--- config.mk ---
export PLATFORM = sky130hd
export DESIGN_NAME = handshake_responder
export DESIGN_NICKNAME = d
export VERILOG_FILES = /design/src/rtl/handshake_responder.sv
export SDC_FILE = /design/constraint.sdc
export NUM_CORES = 1
export LEC_CHECK = 0
export CAP_MARGIN = 20
export CELL_PAD_IN_SITES_DETAIL_PLACEMENT = 0
export CELL_PAD_IN_SITES_GLOBAL_PLACEMENT = 2
export CORE_MARGIN = 2
export CORE_UTILIZATION = 27
export CTS_CLUSTER_SIZE = 14
export DETAILED_ROUTE_END_ITERATION = 7
export PLACE_DENSITY = 0.9
export SYNTH_ARGS = -nofsm -noshare
export SYNTH_HDL_FRONTEND = slang
export SYNTH_SLANG_ARGS = --single-unit
export TNS_END_PERCENT = 20
--- constraint.sdc ---
create_clock -name clk -period 2.55 [get_ports clk]
set_input_delay 0.51 -clock clk [delete_from_list [all_inputs] [get_ports clk]]
set_output_delay 0.51 -clock clk [all_outputs]
set_load 0.1 [all_outputs]
--- src/rtl/handshake_responder.sv ---
`default_nettype none
// ============================================================================
//  Module      : handshake_responder
//  Description : Single-outstanding request/acknowledge responder. A rising
//                edge on req in IDLE captures req_data. Zero payloads go
//                straight to ERR. Non-zero payloads wait in WAIT while stall
//                is high, up to MAX_LAT cycles. The block then either returns
//                a one-cycle ack/valid pulse or times out into ERR. ERR is
//                left only through err_clr.
//  Ports       : clk         - clock, rising edge
//                rst         - asynchronous active-high reset
//                req         - request level; a new transaction is its rising edge
//                req_data    - 8-bit payload sampled on acceptance
//                stall       - back-pressure; delays ack while high
//                err_clr     - returns ERR to IDLE
//                ack         - one-cycle acknowledge pulse
//                valid       - qualifies data; high only in the ack cycle
//                data        - captured payload register
//                error_state - high while in ERR
//                counter     - stalled-cycle count; 0 outside WAIT
//  Revision    : 1.0 - initial release
// ============================================================================
module handshake_responder #(
    parameter int MAX_LAT = 10          // legal range 2..15
) (
    input  logic       clk,
    input  logic       rst,
    input  logic       req,
    input  logic [7:0] req_data,
    input  logic       stall,
    input  logic       err_clr,
    output logic       ack,
    output logic       valid,
    output logic [7:0] data,
    output logic       error_state,
    output logic [3:0] counter
);

    typedef enum logic [1:0] {
        S_IDLE = 2'd0,
        S_WAIT = 2'd1,
        S_ACK  = 2'd2,
        S_ERR  = 2'd3
    } state_t;

    // Last counter value that may still be followed by an ack.
    localparam logic [3:0] C_CNT_LAST = 4'(MAX_LAT - 1);

    state_t     state_q, state_d;
    logic       req_q;
    logic [7:0] data_q, data_d;
    logic [3:0] cnt_q, cnt_d;
    logic       accept;

    // Only a fresh rising edge seen while idle starts a transaction. Edges
    // arriving in other states are dropped, because req_q keeps tracking req.
    assign accept = req & ~req_q & (state_q == S_IDLE);

    always_ff @(posedge clk or posedge rst) begin
        if (rst) begin
            state_q <= S_IDLE;
            req_q   <= 1'b0;
            data_q  <= 8'h00;
            cnt_q   <= 4'd0;
        end else begin
            state_q <= state_d;
            req_q   <= req;
            data_q  <= data_d;
            cnt_q   <= cnt_d;
        end
    end

    always_comb begin
        state_d = state_q;
        data_d  = data_q;
        cnt_d   = 4'd0;             // counter is zero in every state but WAIT
        unique case (state_q)
            S_IDLE: begin
                if (accept) begin
                    data_d  = req_data;
                    state_d = (req_data == 8'h00) ? S_ERR : S_WAIT;
                end
            end
            S_WAIT: begin
                if (!stall) begin
                    state_d = S_ACK;
                end else if (cnt_q == C_CNT_LAST) begin
                    state_d = S_ERR;
                end else begin
                    cnt_d = cnt_q + 4'd1;
                end
            end
            S_ACK: begin
                state_d = S_IDLE;
            end
            S_ERR: begin
                if (err_clr) begin
                    state_d = S_IDLE;
                end
            end
            default: begin
                state_d = S_IDLE;
            end
        endcase
    end

    // Outputs are decoded from registered state only, so nothing is
    // combinationally sensitive to the inputs.
    assign ack         = (state_q == S_ACK);
    assign valid       = (state_q == S_ACK);
    assign error_state = (state_q == S_ERR);
    assign data        = data_q;
    assign counter     = cnt_q;

endmodule
`default_nettype wire

* Word level (Yosys, flattened, before mapping) *
Index checks and enable logic that the tools add are counted.
W data, S select, Z words.

word-level totals
  bits in registers = 15
  bits in latches = 0
  memory bits (writable) = 0
  ROM bits = 0
  input port bits = 13
  output and inout port bits = 15
  logic and storage cells = 28
  memories kept = 0

operators by class
  add/subtract/negate cells = 1
  $mul = 0
  divide/modulo/power cells = 0
  magnitude comparators = 0
  eq/ne operators = 7
  shift-type cells = 0
  multiplexer cells = 9
  bitwise operators = 3
  reductions and logical operators = 4

operator list
  cell                   count
  $mux W4                3
  $mux W2                5
  $logic_not A8 Y1       1
  $pmux W2 S4            1
  $add A4 B1 Y4 const B  1
  $eq A2 B2 Y1 const B   2
  $eq A4 B4 Y1 const B   1
  $ne A2 B2 Y1 const B   2
  $ne A3 B3 Y1 const B   1
  $reduce_and A3 Y1      1
  $and A1 B1 Y1          2
  $eq A2 B1 Y1 const B   1
  $logic_not A2 Y1       1
  $reduce_and A2 Y1      1
  $not A1 Y1             1

* Logic depth before layout (Yosys ltp) *
Gate-level depths: netlist (run 1).

  depth in word-level cells = 5
  mapped depth = 5
  depth with buffers taken out = 5

* Least setup slack after synthesis (run 1) *
Ideal clock, no wire load.

  path type = flip-flop to output port
  start = register state_q[1]
  end = output valid
  arrival = 2.483 ns
  required time = 2.040 ns
  slack = -0.443 ns
  cell stages (with the launch flop) = 4
  path buffers = 2
  cell sequence = dfrtp_1 -> clkbuf_1 -> nor2b_1 -> buf_4

on the way
  longest elaborated chain between the ends = 1

RTL lines
  item                    RTL line  RTL
  start, declared         49        state_t state_q, state_d;
  start signal, assigned  66        state_q <= state_d;
  $eq A2 B2 Y1            --
  end, declared           33        output logic valid,

No other way between the ends.

* Worst setup path after layout (run 1) *
  start = register state_q[1]
  end = output valid

on the way
  longest elaborated chain between the ends = 1

RTL lines
  item          RTL line  RTL
  $eq A2 B2 Y1  110       assign valid = (state_q == S_ACK);

No other way between the ends.

==> results.toml, run 1 <==
[yosys]
async_flop_share = 1.00
seq_area_frac_synth = 0.571
synth_seq_cells = 15
synth_top_area_share = 0.571
synthCells = 49
synth_cell_types = 23
syn_nets = 64
netlist_area_um2 = 657
ys.warnings.count = 0
synth_edf_count = 0
yosysTopAreaCell = "dfrtp_1"
ys.flop_type = "dfrtp_1"
syn_area_per_cell_um2 = 13.4
synthTopCellsByArea = "dfrtp_1 (57%), mux2_1 (6.9%), mux2_2 (6.9%)"

[critical_path]
crit_type = "flip-flop to output pin"
crit_fanout = 8
cp_slowest_cell = "dfrtp_1"
crit_required_ns = 2.04
end_kind = "output pin"
slowest_delay_ns = 0.50
crit_buf_inv = 1
arrival_ns = 1.30
cpLargestDelayFamily = "flip-flops"
crit_path_start_kind = "flip-flop"
worstPathCellList = "nor2b_2 -> buf_4"

[detailed_routing]
first_pass_iters = 2
drc_errors = 0
routed_wl_mm = 1.40
ant_nets = 0
drt_iter0_drc = 4
via_count = 480
viasPerCell = 4.53
wire_per_inst_um = 13.2

[status]
status = "finished clean"

[cts]
clk_latency_ns = 0.28
postCtsHoldBufs = 0
root_buffer = "clkbuf_4"
cts_tree = "yes"
cts_buffers = 3
cts_resized = 0
path_clk_slew_ns = 0.09
cts_max_path_buffers = 2
clkSinkCount = 15
htreeDepth = 1
postCtsSetupRepairBufs = 0

[sta]
fin_tns_setup_ns = 0
setup_viol = 0
rsz0062_at_grt = "false"
slew_viol_final = 0
worst_slew_pin_slew_ns = 0.604
final.period_utilization = 0.711
fin_crit_ns = 1.81
hold_violations = 0
fmax_mhz = 552
skew_ns = 0.00921
slew_headroom = 0.595

[worst_hold_path]
hold_class = "flip-flop to flip-flop"

[die]
die_w_um = 53.3
fp.coreArea_um2 = 2250
rows = 17
ios = 28
die_h_um = 53.3
dieArea_um2 = 2840
initial_core_util = 0.291

[global_routing]
grt_max_degree = 16
grt_overflow = 0
grt_pass1_vias = 483
grt_usage = 0.111
antenna_found_initial = 0
grt_first_pass_wirelength_mm = 2.17

[placed_design]
dp_hpwl_mm = 1.11
io_buffer_count = 27
gp_congestion = 0.719

[layout]
drive_above_1_share = 0.308
area.growth.synth_to_final_pct = 43.4
finalNetCount = 94
nFillCells = 231
antenna-diode-count = 0

[run]
drv_cap = 0
## synth_stat cells, drive strengths merged (2+ instances only)
cell type	count
mux2	8
dfrtp	15
ha	2
nor2	4
inv	2
nor4	2
## through the flow
step           hold WS (ns)  utilization  worst slack, ns  area (um^2)  instances
3_3_place_gp          0.488        0.406            0.520          916        102
2_1_floorplan         0.411            -            0.139          659         49
3_5_place_dp          0.483        0.406            0.462          916        102
4_1_cts               0.506        0.418            0.714          942        106
5_1_grt               0.542        0.418            0.651          942        106
6_report              0.501        0.418            0.737          942        106
## state kept, by name, indices dropped and copies added, names as in the netlist
name     flops
counter      4
req_q        1
data         8
state_q      2
## layout make-up
class | instances | area [um^2] | area share
Sequential cell | 15 | 375 | 0.398
Timing Repair Buffer | 27 | 233 | 0.247
Clock buffer | 4 | 26.3 | 0.0279
Tap cell | 28 | 35.0 | 0.0372
Inverter | 2 | 7.51 | 0.00797
Multi-Input combinational cell | 30 | 265 | 0.282
## logic make-up (layout without fill, tap and decap cells)
family                   Yosys count  in the layout  share of synthesized area
AO/OA/AOI/OAI                      3              3                     0.0419
XOR/XNOR                           2              2                     0.0267
adder cells (fa/ha/maj)            2              2                     0.0381
buffers and inverters              4             33                     0.0286
flip-flops                        15             15                      0.571
multiplexers                       8              8                      0.137
AND/OR/NAND/NOR                   15             15                      0.156
## worst reg2reg max path: cells and delay by family, from the launching register on
kind,cells,cell delay (ns)
simple gates,1,0.62
flops,1,0.48
mux,1,0.40
## per-layer routing
metal	share of wire	track usage	wire length, um	vias up
met4	0.018	0.0513	25	0
met3	0.062	0.0452	86	2
met5	0	0	0	-
li1	-	-	-	230
met1	0.40	0.113	559	234
met2	0.52	0.195	727	14
## final timing paths
path | from | to | slack [ns] | cells past startpoint
min | data[5] | data[5] | 0.50 | 1
max in group asynchronous | rst | counter[2] | 1.60 | 2
max | state_q[1] | valid | 0.74 | 2
min reg2reg | data[5] | data[5] | 0.50 | 1
max reg2reg | state_q[0] | data[7] | 0.93 | 2
min in group asynchronous | rst | state_q[0] | 0.57 | 2
## cell usage in the layout, fill, tap and decap left out, types with 2 or more instances in the layout
cell / synthesis / final
buf_4: 1 / 15
clkbuf_4: 0 / 3
clkdlybuf4s50_1: 0 / 12
dfrtp_1: 15 / 15
ha_1: 2 / 2
inv_1: 2 / 2
mux2_1: 4 / 4
mux2_2: 4 / 4
nor2_1: 4 / 4
nor4_1: 2 / 2
Power of run 1 is not shown: default switching activity piles up to over one toggle a cycle in this logic, so the estimate is an artifact.
==> run 2: changes to the inputs <==
- CORE_UTILIZATION: 27 -> 23
- PLACE_DENSITY: 0.9 -> 0.82
- clock period: 2.55 -> 1.6 ns (I/O delays scaled with it)
==> run 2 against run 1 <==
Critical path depth rose by 1; routed wire length fell by 0.64%; sequential share of layout area fell by 8.2 points; largest cell class is now buffers; register-to-register slack got worse by 0.78 ns.
==> results.toml, run 2 (synthesis gave the netlist of run 1 again) <==
[sta]
final.period_utilization = 0.936
setup_viol = 0
slew_headroom = 0.620
rsz0062_at_grt = "false"
skew_ns = 0.00357
fin_tns_setup_ns = 0
fin_crit_ns = 1.50
slew_viol_final = 0
hold_violations = 0
worst_slew_pin_slew_ns = 0.569
fmax_mhz = 668

[detailed_routing]
viasPerCell = 4.28
wire_per_inst_um = 12.0
first_pass_iters = 2
ant_nets = 0
via_count = 496
routed_wl_mm = 1.39
drc_errors = 0
drt_iter0_drc = 2

[cts]
cts_max_path_buffers = 2
root_buffer = "clkbuf_4"
clk_latency_ns = 0.27
path_clk_slew_ns = 0.09
cts_tree = "yes"
cts_buffers = 3
clkSinkCount = 15
htreeDepth = 1
postCtsHoldBufs = 0

[critical_path]
regToRegSetupSlack_ns = 0.15
end_kind = "output pin"
r2r-end = "data[7]"
crit_required_ns = 1.28
ff2ff_path_depth = 4
crit_path_start_kind = "flip-flop"
rr_startpoint = "state_q[0]"
crit_type = "flip-flop to output pin"
crit_fanout = 6
arrival_ns = 1.18

[placed_design]
dp_hpwl_mm = 1.13
placed_cell_area_um2 = 1150
gp_congestion = 0.721
io_buffer_count = 27

[die]
die_w_um = 57.4
fp.coreArea_um2 = 2730
rows = 19
dieArea_um2 = 3300
ios = 28
initial_core_util = 0.240
die_h_um = 57.4

[layout]
antenna-diode-count = 0
final_common_cell = "buf_12"
largest_reg_flops = 8
multiInputGateArea_um2 = 270
finalInstanceArea_um2 = 1190
finalNetCount = 101
nFillCells = 258
area.growth.synth_to_final_pct = 81.7
drive_above_1_share = 0.388
final_cell_mix = "buf_12 (15), dfrtp_1 (13), clkdlybuf4s50_1 (12)"
seqCellArea_um2 = 378

[global_routing]
grt_first_pass_wirelength_mm = 2.48
grt_pass1_vias = 559
antenna_found_initial = 0
grt_max_degree = 16
grt_overflow = 0
grt_usage = 0.0997

[status]
status = "finished clean"

[worst_hold_path]
hold_class = "primary input to async pin"

[run]
drv_cap = 0
-- run 2: final cells by class --
| class | count | share of cell area |
|---|---|---|
| Multi-Input combinational cell | 30 | 0.226 |
| Sequential cell | 15 | 0.317 |
| Inverter | 2 | 0.00629 |
| Timing Repair Buffer | 34 | 0.396 |
| Tap cell | 31 | 0.0325 |
| Clock buffer | 4 | 0.0220 |
-- run 2: how the worst max path moves through the flow --
stage | depth (start not counted) | slack [ns] | startpoint | to
5_1_grt | 3 | 0.03 | state_q[0] | valid
3_3_place_gp | 4 | -0.05 | req | data[1]
4_1_cts | 3 | 0.04 | state_q[1] | ack
6_report | 3 | 0.10 | state_q[0] | ack
3_5_place_dp | 4 | -0.11 | req | data[7]
2_1_floorplan | 3 | -0.005 | counter[2] | state_q[1]
-- run 2: per-layer routing --
metal / track usage / wire length (um)
met2: 0.159 / 702
met4: 0.0598 / 27
met1: 0.126 / 597
met5: 0 / 0
met3: 0.0159 / 61
-- run 2: repair_timing --
item	in CTS	in global routing
endpoints found under the hold margin	0	0
resized for setup	0	0
buffers inserted	0	2
endpoints found under the setup margin	0	2
-- run 2: critical path: stages, from the launching register on --
cell and delay (ns):
dfrtp_1 0.39, buf_4 0.16, nor2b_4 0.16, buf_12 0.19
-- run 2: through the flow --
stage	util	hold WS, ns	std cells	worst slack, ns
floorplan	-	0.221	49	-0.00522
global placement	0.422	0.510	110	-0.0455
detailed placement	0.422	0.520	110	-0.111
CTS	0.431	0.422	114	0.0393
global route	0.437	0.452	116	0.0296
finish	0.437	0.401	116	0.103
Power of run 2 is left out for the same reason.
